[config.mk]
export PLATFORM = sky130hd
export DESIGN_NAME = store_ctrl
export DESIGN_NICKNAME = d
export VERILOG_FILES = /design/src/rtl/store_pkg.sv /design/src/rtl/store_lane_align.sv /design/src/rtl/store_ctrl.sv
export SDC_FILE = /design/constraint.sdc
export NUM_CORES = 1
export LEC_CHECK = 0
export CAP_MARGIN = 10
export CORE_ASPECT_RATIO = 0.75
export CORE_MARGIN = 2
export CORE_UTILIZATION = 55
export CTS_BUF_LIST = sky130_fd_sc_hd__clkbuf_8
export CTS_CLUSTER_SIZE = 8
export DETAILED_ROUTE_END_ITERATION = 10
export PLACE_DENSITY = 0.88
export SLEW_MARGIN = 20
export SYNTH_ARGS = -nofsm -noshare
export SYNTH_HDL_FRONTEND = slang
export SYNTH_SLANG_ARGS = --single-unit
[constraint.sdc]
create_clock -name clk -period 3.9 [get_ports clk]
set_input_delay 0.39 -clock clk [delete_from_list [all_inputs] [get_ports clk]]
set_output_delay 0.39 -clock clk [all_outputs]
set_load 0.005 [all_outputs]
[src/rtl/store_pkg.sv]
// Shared constants for the store controller: funct3 store codes, FSM state
// encoding, lane masks and the latched lane-alignment record.
package store_pkg;

    localparam logic [2:0] F3_SB = 3'b000;
    localparam logic [2:0] F3_SH = 3'b001;
    localparam logic [2:0] F3_SW = 3'b010;

    localparam logic [1:0] ST_IDLE  = 2'd0;
    localparam logic [1:0] ST_WR_LO = 2'd1;
    localparam logic [1:0] ST_WR_HI = 2'd2;
    localparam logic [1:0] ST_RESP  = 2'd3;

    localparam logic [3:0] MASK_SB = 4'b0001;
    localparam logic [3:0] MASK_SH = 4'b0011;
    localparam logic [3:0] MASK_SW = 4'b1111;

    // Byte enables and data spread across two adjacent words.
    typedef struct packed {
        logic [7:0]  be8;
        logic [63:0] d64;
    } lane_t;

    function automatic logic f3_valid(input logic [2:0] f3);
        return (f3 == F3_SB) || (f3 == F3_SH) || (f3 == F3_SW);
    endfunction

endpackage

[src/rtl/store_lane_align.sv]
// Combinational lane alignment: shifts the store mask and right-aligned data
// by the byte offset into a two-word (8-lane) window.
module store_lane_align
    import store_pkg::*;
(
    input  logic [2:0]  funct3,
    input  logic [1:0]  off,
    input  logic [31:0] data,
    output logic [7:0]  be8,
    output logic [63:0] d64
);

    logic [3:0] mask;

    always_comb begin
        case (funct3)
            F3_SB:   mask = MASK_SB;
            F3_SH:   mask = MASK_SH;
            F3_SW:   mask = MASK_SW;
            default: mask = 4'b0000;
        endcase
    end

    assign be8 = {4'h0, mask} << off;
    assign d64 = {32'h0, data} << {off, 3'b000};

endmodule

[src/rtl/store_ctrl.sv]
// Store controller: turns SB/SH/SW requests into word-aligned memory beats with
// a per-beat ack timeout. Define STORE_SPLIT_EN to issue misaligned stores as two beats.
module store_ctrl
    import store_pkg::*;
#(
    parameter int ADDR_W      = 32,
    parameter int ACK_TIMEOUT = 15
) (
    input  logic              clk,
    input  logic              rst,
    input  logic              req_valid,
    output logic              req_ready,
    input  logic [2:0]        req_funct3,
    input  logic [ADDR_W-1:0] req_addr,
    input  logic [31:0]       req_data,
    output logic              mem_we,
    output logic [ADDR_W-1:0] mem_addr,
    output logic [31:0]       mem_wdata,
    output logic [3:0]        mem_be,
    input  logic              mem_ack,
    output logic              done,
    output logic              fault
);

`ifdef STORE_SPLIT_EN
    localparam logic SPLIT_EN = 1'b1;
`else
    localparam logic SPLIT_EN = 1'b0;
`endif

    localparam logic [7:0]        TMO_LAST = 8'(ACK_TIMEOUT - 1);
    localparam logic [ADDR_W-3:0] WORD_ONE = {{(ADDR_W-3){1'b0}}, 1'b1};

    logic [1:0]        state_reg;
    logic [ADDR_W-3:0] waddr_reg;
    lane_t             lane_reg;
    logic              fault_reg;
    logic [7:0]        cnt_reg;

    logic [7:0]        be8_in;
    logic [63:0]       d64_in;
    logic              reject;
    logic [ADDR_W-3:0] waddr_inc;

    store_lane_align u_align (
        .funct3 (req_funct3),
        .off    (req_addr[1:0]),
        .data   (req_data),
        .be8    (be8_in),
        .d64    (d64_in)
    );

    // A store touching the upper word is only legal when splitting is built in.
    assign reject    = !f3_valid(req_funct3) || ((|be8_in[7:4]) && !SPLIT_EN);
    assign waddr_inc = waddr_reg + WORD_ONE;

    always_comb begin
        mem_we    = 1'b0;
        mem_addr  = '0;
        mem_be    = 4'b0000;
        mem_wdata = 32'h0;
        case (state_reg)
            ST_WR_LO: begin
                mem_we    = 1'b1;
                mem_addr  = {waddr_reg, 2'b00};
                mem_be    = lane_reg.be8[3:0];
                mem_wdata = lane_reg.d64[31:0];
            end
            ST_WR_HI: begin
                mem_we    = 1'b1;
                mem_addr  = {waddr_inc, 2'b00};
                mem_be    = lane_reg.be8[7:4];
                mem_wdata = lane_reg.d64[63:32];
            end
            default: ;
        endcase
    end

    assign req_ready = (state_reg == ST_IDLE);
    assign done      = (state_reg == ST_RESP);
    assign fault     = done && fault_reg;

    always_ff @(posedge clk or negedge rst) begin
        if (!rst) begin
            state_reg <= ST_IDLE;
            waddr_reg <= '0;
            lane_reg  <= '0;
            fault_reg <= 1'b0;
            cnt_reg   <= 8'd0;
        end else begin
            case (state_reg)
                ST_IDLE: begin
                    if (req_valid) begin
                        waddr_reg <= req_addr[ADDR_W-1:2];
                        lane_reg  <= {be8_in, d64_in};
                        cnt_reg   <= 8'd0;
                        fault_reg <= reject;
                        state_reg <= reject ? ST_RESP : ST_WR_LO;
                    end
                end
                ST_WR_LO: begin
                    if (mem_ack) begin
                        cnt_reg   <= 8'd0;
                        state_reg <= ((|lane_reg.be8[7:4]) && SPLIT_EN) ? ST_WR_HI : ST_RESP;
                    end else if (cnt_reg == TMO_LAST) begin
                        fault_reg <= 1'b1;
                        state_reg <= ST_RESP;
                    end else begin
                        cnt_reg <= cnt_reg + 8'd1;
                    end
                end
                ST_WR_HI: begin
                    if (mem_ack) begin
                        cnt_reg   <= 8'd0;
                        state_reg <= ST_RESP;
                    end else if (cnt_reg == TMO_LAST) begin
                        fault_reg <= 1'b1;
                        state_reg <= ST_RESP;
                    end else begin
                        cnt_reg <= cnt_reg + 8'd1;
                    end
                end
                default: begin
                    cnt_reg   <= 8'd0;
                    state_reg <= ST_IDLE;
                end
            endcase
        end
    end

endmodule
==> metrics.md, run 1 <==
| Metric | Value |
|---|---|
| Maximum vdd drop | 0.367 mV |
| Antenna-violating nets left | 0 |
| Clock Skew | between 0.009 and 0.01 ns |
| Min Tclk post-route | about 3.4 ns |
| Fraction of layout cells with a size suffix above 1 | 0.101 |
| Die Ht | 92.8 um |
| Synth area leaders | dfrtp_1 (45%), a22o_1 (8.0%), mux2_2 (7.6%), o21ai_0 (6.8%), nand2_1 (4.7%) |
| Core Region | 10200 um2 |
| Reg2reg path depth | 5 |
| GR Util All Layers | 0.297 |
| WP data arrival | 2.99 ns |
| Max H-tree Level | 3 |
| CP max FO | 8 |
| Yosys top cell area share | 0.450 |
| Overall die width | 122 um |
| Status | finished clean |
| Worst-Skew Late Latency | between 0.3 and 0.4 ns |
| Initial antenna violation count | 0 |
| Final core utilization | 0.730 |
| Psw | 1980 uW |
| # diodes | 0 |
| Synth-to-layout area growth | 29.3% |
| TritonCTS Buffers | 9 |
| Clk pwr share | 0.127 |
| Vias in the first global route | around 5000 |
| Min-Delay Path Class | in2async |
| CP Launch Type | register |
| Synth Flop Type | dfrtp_1 |
| Ys async rst share | 1.00 |
| Routed wire length per instance | 19.2 um |
| Grt ovf | 0 |
| Cts hold-fix bufs | 0 |
| Most frequent cell after synthesis | dfrtp_1 |
| Transition time of the tightest slew-check pin | 0.852 ns |
| Setup-failing EPs final | 0 |
| CTS resizes | 0 |
| Drt pass-1 iters | 5 |
| Clock Pin Slew Worst Setup and Hold Paths | roughly 0.10 ns |
| Flop pwr share | 0.386 |
| RSZ-0062 raised after global routing | no |
| CP Capture Type | output pin |
| Pleak | 0.00317 uW |
| Most frequent cells after synthesis | dfrtp_1 (104), o21ai_0 (79), nand2_1 (72) |
| Hold Vio Cnt, Final | 0 |
| Worst slew margin | 0.430 |
| Initial Util | 0.564 |
| Worst EP required | 3.51 ns |
| Final period utilization | 0.866 |
| Max frequency | slightly below 300 MHz |
| DP Worst Slack | 1.00 ns |
| # Post-CTS Setup Buffers | 0 |
| DRC | 0 |
| Post-route setup slack | 0.522 ns |
| Dpl hpwl | 11900 um |
| Via count | 5502 |
| Sink Count | approximately 100 |
| Clock tree from TritonCTS | done |
| Die area | between 10000 and 15000 um2 |
| Drt first-iter violations | 754 |
| Max cap viols | 0 |
| Ports | 143 |
| R2R Path Start | state_reg[0] |
| Syn avg cell area | approximately 9.4 um2 |
| Clock buffer depth | 2 |
| Rows | 32 |
| Gate Count Post-Synth | a little over 600 |
| Slew Limit Fails | 0 |
| Gpl congestion | ~0.96 |
| Register bit total from synthesis | 104 |
| Post-synth top area cell | dfrtp_1 |
| Reg2reg setup slack | 1.66 ns |
| Routed vias/inst | 6.29 |
| R2R Path End | lane_reg[48] |
| Root Driver | clkbuf_8 |
| Comb power frac | 0.486 |
| Synth cell types | 41 |
| Register area share after synthesis | 0.450 |
| I/O Buffers | 140 |
| Post-synth EDFFs | 0 |
| Critical path type | reg2out |
| Cell-internal power | between 3000 and 4000 uW |
| Synthesized area | 5790 um2 |
| Pin count of the biggest net entering global routing | 86 |
| Syn. warnings | 0 |
| Sw Ratio | 0.394 |
| First-pass GRT wire length | 26300 um |
| Setup TNS Final | 0 ns |
| Final nets | 813 |
| Drt total wl | approximately 17000 um |
| Pwr per Cell Area | between 600 and 700 nW/um2 |
| Largest register FFs | 63 |
-- critical path: stages, from the launching register on --
cell and delay (ns):
dfrtp_1 0.45, ha_1 0.23, nand3_1 0.19, nor4_4 0.46
nand3_2 0.18, or4_1 0.50, nand3_1 0.10, clkdlybuf4s50_1 0.50
-- worst max-delay path by stage --
stage,from,end,slack (ns),cells past startpoint
2_1_floorplan,state_reg[0],mem_addr[3],1.63,7
3_3_place_gp,state_reg[1],mem_be[0],1.09,6
3_5_place_dp,waddr_reg[0],mem_addr[28],1.00,7
4_1_cts,state_reg[1],mem_be[0],0.56,6
5_1_grt,waddr_reg[0],mem_addr[18],0.32,7
6_report,waddr_reg[0],mem_addr[28],0.52,7
-- cell families (layout without fill, tap and decap cells) --
kind of cell / after synthesis / count (layout) / share of synthesized area
xor gates and xnor gates: 7 / 7 / 0.0106
muxes: 58 / 58 / 0.109
AOI/OAI and AO/OA: 194 / 194 / 0.213
buffers and inverters: 49 / 173 / 0.0342
adders and majority gates: 7 / 7 / 0.0151
DFF: 104 / 104 / 0.450
and+or+nand+nor: 194 / 194 / 0.168
other: 1 / 2 / 0.000648
-- cells in the final DEF, fill, tap and decap left out, drive strengths merged, types with 3 or more instances in the layout --
cell type | Yosys | final
nor2b | 14 | 14
clkbuf | 34 | 10
nand2b | 3 | 3
nand4 | 19 | 19
xor2 | 6 | 6
a31oi | 12 | 12
a22o | 53 | 53
inv | 6 | 9
nor2 | 30 | 30
and3 | 13 | 13
ha | 7 | 7
a21oi | 34 | 34
o21ai | 79 | 79
o211ai | 4 | 4
nor3 | 5 | 5
mux2 | 39 | 39
buf | 9 | 13
and2 | 5 | 5
dfrtp | 104 | 104
nand2 | 72 | 72
nand3 | 19 | 19
mux2i | 19 | 19
and4 | 5 | 5
clkdlybuf4s50 | 0 | 139
-- per-stage QoR --
step / hold WS [ns] / total power [uW] / std cells / instance area, um2
floorplan: 0.0944 / 3180 / 615 / 5790
global placement: 0.461 / 4250 / 860 / 7300
detailed placement: 0.471 / 4370 / 860 / 7300
CTS: 0.230 / 5020 / 875 / 7480
global route: 0.104 / 5360 / 875 / 7480
finish: 0.0520 / 5030 / 875 / 7480
-- power by group through the flow --
| stage | sequential (uW) | combinational, uW | clock, uW |
|---|---|---|---|
| 2_1_floorplan | 1820 | 1370 | 0 |
| 3_3_place_gp | 1900 | 2350 | 0 |
| 3_5_place_dp | 1940 | 2430 | 0 |
| 4_1_cts | 1920 | 2440 | 648 |
| 5_1_grt | 2000 | 2660 | 698 |
| 6_report | 1950 | 2450 | 640 |
-- area by class of cell --
class / instances / area (um2)
multi-input combinational: 462 / 3000
fill: 735 / 2770
sequential: 104 / 2600
timing repair buffer: 152 / 1510
tap: 136 / 170
clock buffer: 10 / 138
clock inverter: 5 / 40.0
inverter: 6 / 22.5
-- layer usage --
metal	routed length, um	global-route usage
met4	418	0.0977
met5	0	0
met2	7910	0.459
met1	7090	0.421
met3	1360	0.0560
(Power assumes the default switching activity.)
==> run 2: changes to the inputs <==
--- a/config.mk
+++ b/config.mk
@@ -6,7 +6,6 @@
 export NUM_CORES = 1
 export LEC_CHECK = 0
 export CAP_MARGIN = 10
-export CORE_ASPECT_RATIO = 0.75
 export CORE_MARGIN = 2
 export CORE_UTILIZATION = 55
 export CTS_BUF_LIST = sky130_fd_sc_hd__clkbuf_8
==> metrics.md, run 2 (synthesis results as in run 1) <==
| Metric | Value |
|---|---|
| CP Launch Type | register |
| Cts hold-fix bufs | 0 (unchanged) |
| Worst-Skew Late Latency | 0.36 ns (-0.02 ns) |
| Pleak | 0.00316 uW (about the same) |
| Pwr per Cell Area | 676 nW/um2 (+0.41%) |
| Met3 routed WL | 1250 um (-7.9%) |
| R2R Path End | waddr_reg[25] |
| R2R Path Start | state_reg[0] |
| Transition time of the tightest slew-check pin | 0.993 ns (+0.140 ns) |
| Max frequency | 294 MHz (-0.85%) |
| Pin count of the biggest net entering global routing | 78 (-9.3%) |
| Most used cell, CP | buf_4 |
| Root Driver | clkbuf_8 |
| CP Capture Type | output pin |
| I/O Buffers | 140 (unchanged) |
| Die area | 11400 um2 (about the same) |
| Core Region | 10300 um2 (+0.27%) |
| Antenna-violating nets left | 0 (unchanged) |
| Fraction of layout cells with a size suffix above 1 | 0.0950 (-0.00651) |
| CTS resizes | 0 (unchanged) |
| Clock tree from TritonCTS | done |
| WP data arrival | 3.02 ns (+0.03 ns) |
| Clk pwr share | 0.132 (+0.005) |
| Worst slew margin | 0.338 (-0.0914) |
| Initial Util | 0.563 (-0.00151) |
| Largest register FFs | 63 (unchanged) |
| Sink Count | 104 (unchanged) |
| Min Tclk post-route | 3.41 ns (+0.0291 ns) |
| Psw | 1950 uW (-1.7%) |
| Rows | 37 (+16%) |
| Comb power frac | 0.482 (-0.004) |
| Ports | 143 (unchanged) |
| Max H-tree Level | 3 (unchanged) |
| Setup-failing EPs final | 0 (unchanged) |
| Non-Filler Instances | 873 (-0.23%) |
| Final period utilization | 0.874 (+0.00747) |
| Drt first-iter violations | 414 (-45%) |
| Reg2reg setup slack | 1.31 ns (-0.35 ns) |
| Uppermost layer routed | met4 |
| Vias in the first global route | 5339 (+4.8%) |
| RSZ-0062 raised after global routing | no |
| Worst EP required | 3.51 ns (about the same) |
| CP max stage cell | clkdlybuf4s50_1 |
| Min-Delay Path Class | in2async |
| Clock Skew | 0.00458 ns (-0.00514 ns) |
| Critical path type | reg2out |
| # Post-CTS Setup Buffers | 0 (unchanged) |
| Overall die width | 107 um (-13%) |
| First-pass GRT wire length | 26600 um (+1.3%) |
| Max incr delay on CP | 0.56 ns (+0.06 ns) |
| Most frequent cells in the layout | clkdlybuf4s50_1 (139), dfrtp_1 (104), o21ai_0 (79) |
| Slew Limit Fails | 0 (unchanged) |
| Dpl hpwl | 11700 um (-2.3%) |
| Drt total wl | 16500 um (-1.4%) |
| Initial antenna violation count | 0 (unchanged) |
| Routed vias/inst | 6.26 (-0.50%) |
| Flop pwr share | 0.386 (about the same) |
| Hold Vio Cnt, Final | 0 (unchanged) |
| Via count | 5462 (-0.73%) |
| Setup TNS Final | 0 ns (unchanged) |
| # diodes | 0 (unchanged) |
| Worst-path cell chain | inv_1 > ha_1 > buf_4 > and2_1 > buf_4 > o311ai_0 > o41ai_1 > clkdlybuf4s50_1 |
| DRC | 0 (unchanged) |
| Met1 wire length | 6760 um (-4.6%) |
| Gpl congestion | 0.923 (-3.5%) |
| Reg2reg path depth | 5 (unchanged) |
| Commonest non-fill, non-tap cell in the layout | clkdlybuf4s50_1 |
| Clock buffer depth | 2 (unchanged) |
| GR Util All Layers | 0.298 (+0.000575) |
| Post-Place Cells | 858 (-0.23%) |
| Met2 WL | 8160 um (+3.1%) |
| Drt pass-1 iters | 5 (unchanged) |
| Grt ovf | 0 (unchanged) |
| TritonCTS Buffers | 9 (unchanged) |
| Sw Ratio | 0.386 (-0.00732) |
| Clock Pin Slew Worst Setup and Hold Paths | 0.09 ns (about the same) |
| Status | finished clean |
| Die Ht | 107 um (+15%) |
| Final nets | 811 (-0.25%) |
| Synth-to-layout area growth | 29.1% |
| Cell-internal power | 3100 uW (+1.4%) |
| Routed wire length per instance | 19.0 um (-1.1%) |
| CP max FO | 48 (+40) |
| Max cap viols | 0 (unchanged) |
| Maximum vdd drop | 0.365 mV (-0.47%) |
run 2: worst max path at each step:
stage,startpoint,endpoint,slack (ns),depth (start not counted)
after CTS,state_reg[0],mem_addr[18],0.50,8
after global placement,state_reg[0],mem_addr[18],1.06,8
after global routing,state_reg[1],mem_addr[6],0.30,8
final,state_reg[0],mem_addr[18],0.49,8
after floorplan,state_reg[0],mem_addr[3],1.63,7
after detailed placement,state_reg[0],mem_addr[18],0.94,8
run 2: worst max-delay path: cells and delay by family, from the launching register on:
family	cells	cell delay, ns
DFF	1	0.41
buffers and inverters	4	1.32
and+or+nand+nor	1	0.14
AOI/OAI and AO/OA	2	0.36
adders and majority gates	1	0.41
run 2: through the flow:
| step | util | hold WS [ns] | setup slack [ns] | total power [uW] | area, um2 |
|---|---|---|---|---|---|
| floorplan | - | 0.0944 | 1.63 | 3180 | 5790 |
| global placement | 0.708 | 0.459 | 1.06 | 4250 | 7280 |
| detailed placement | 0.708 | 0.464 | 0.937 | 4350 | 7280 |
| CTS | 0.727 | 0.202 | 0.501 | 5040 | 7470 |
| global route | 0.727 | 0.220 | 0.297 | 5390 | 7470 |
| finish | 0.727 | 0.172 | 0.493 | 5040 | 7470 |
run 2: cell type report:
type / instances / area, um2
Clock buffer: 10 / 138
Sequential cell: 104 / 2600
Tap cell: 136 / 170
Inverter: 6 / 22.5
Fill cell: 782 / 2810
Timing Repair Buffer: 150 / 1490
Clock inverter: 5 / 50.0
Multi-Input combinational cell: 462 / 3000
run 2: power by group through the flow:
stage,logic (uW),clock network [uW],registers (uW)
2_1_floorplan,1370,0,1820
3_3_place_gp,2330,0,1920
3_5_place_dp,2400,0,1950
4_1_cts,2430,677,1930
5_1_grt,2660,717,2010
6_report,2430,666,1950
run 2: per-layer routing:
layer,track usage,vias to the layer above
met5,0,-
met4,0.118,0
met3,0.0484,35
met2,0.499,287
met1,0.386,2661
li1,-,2479
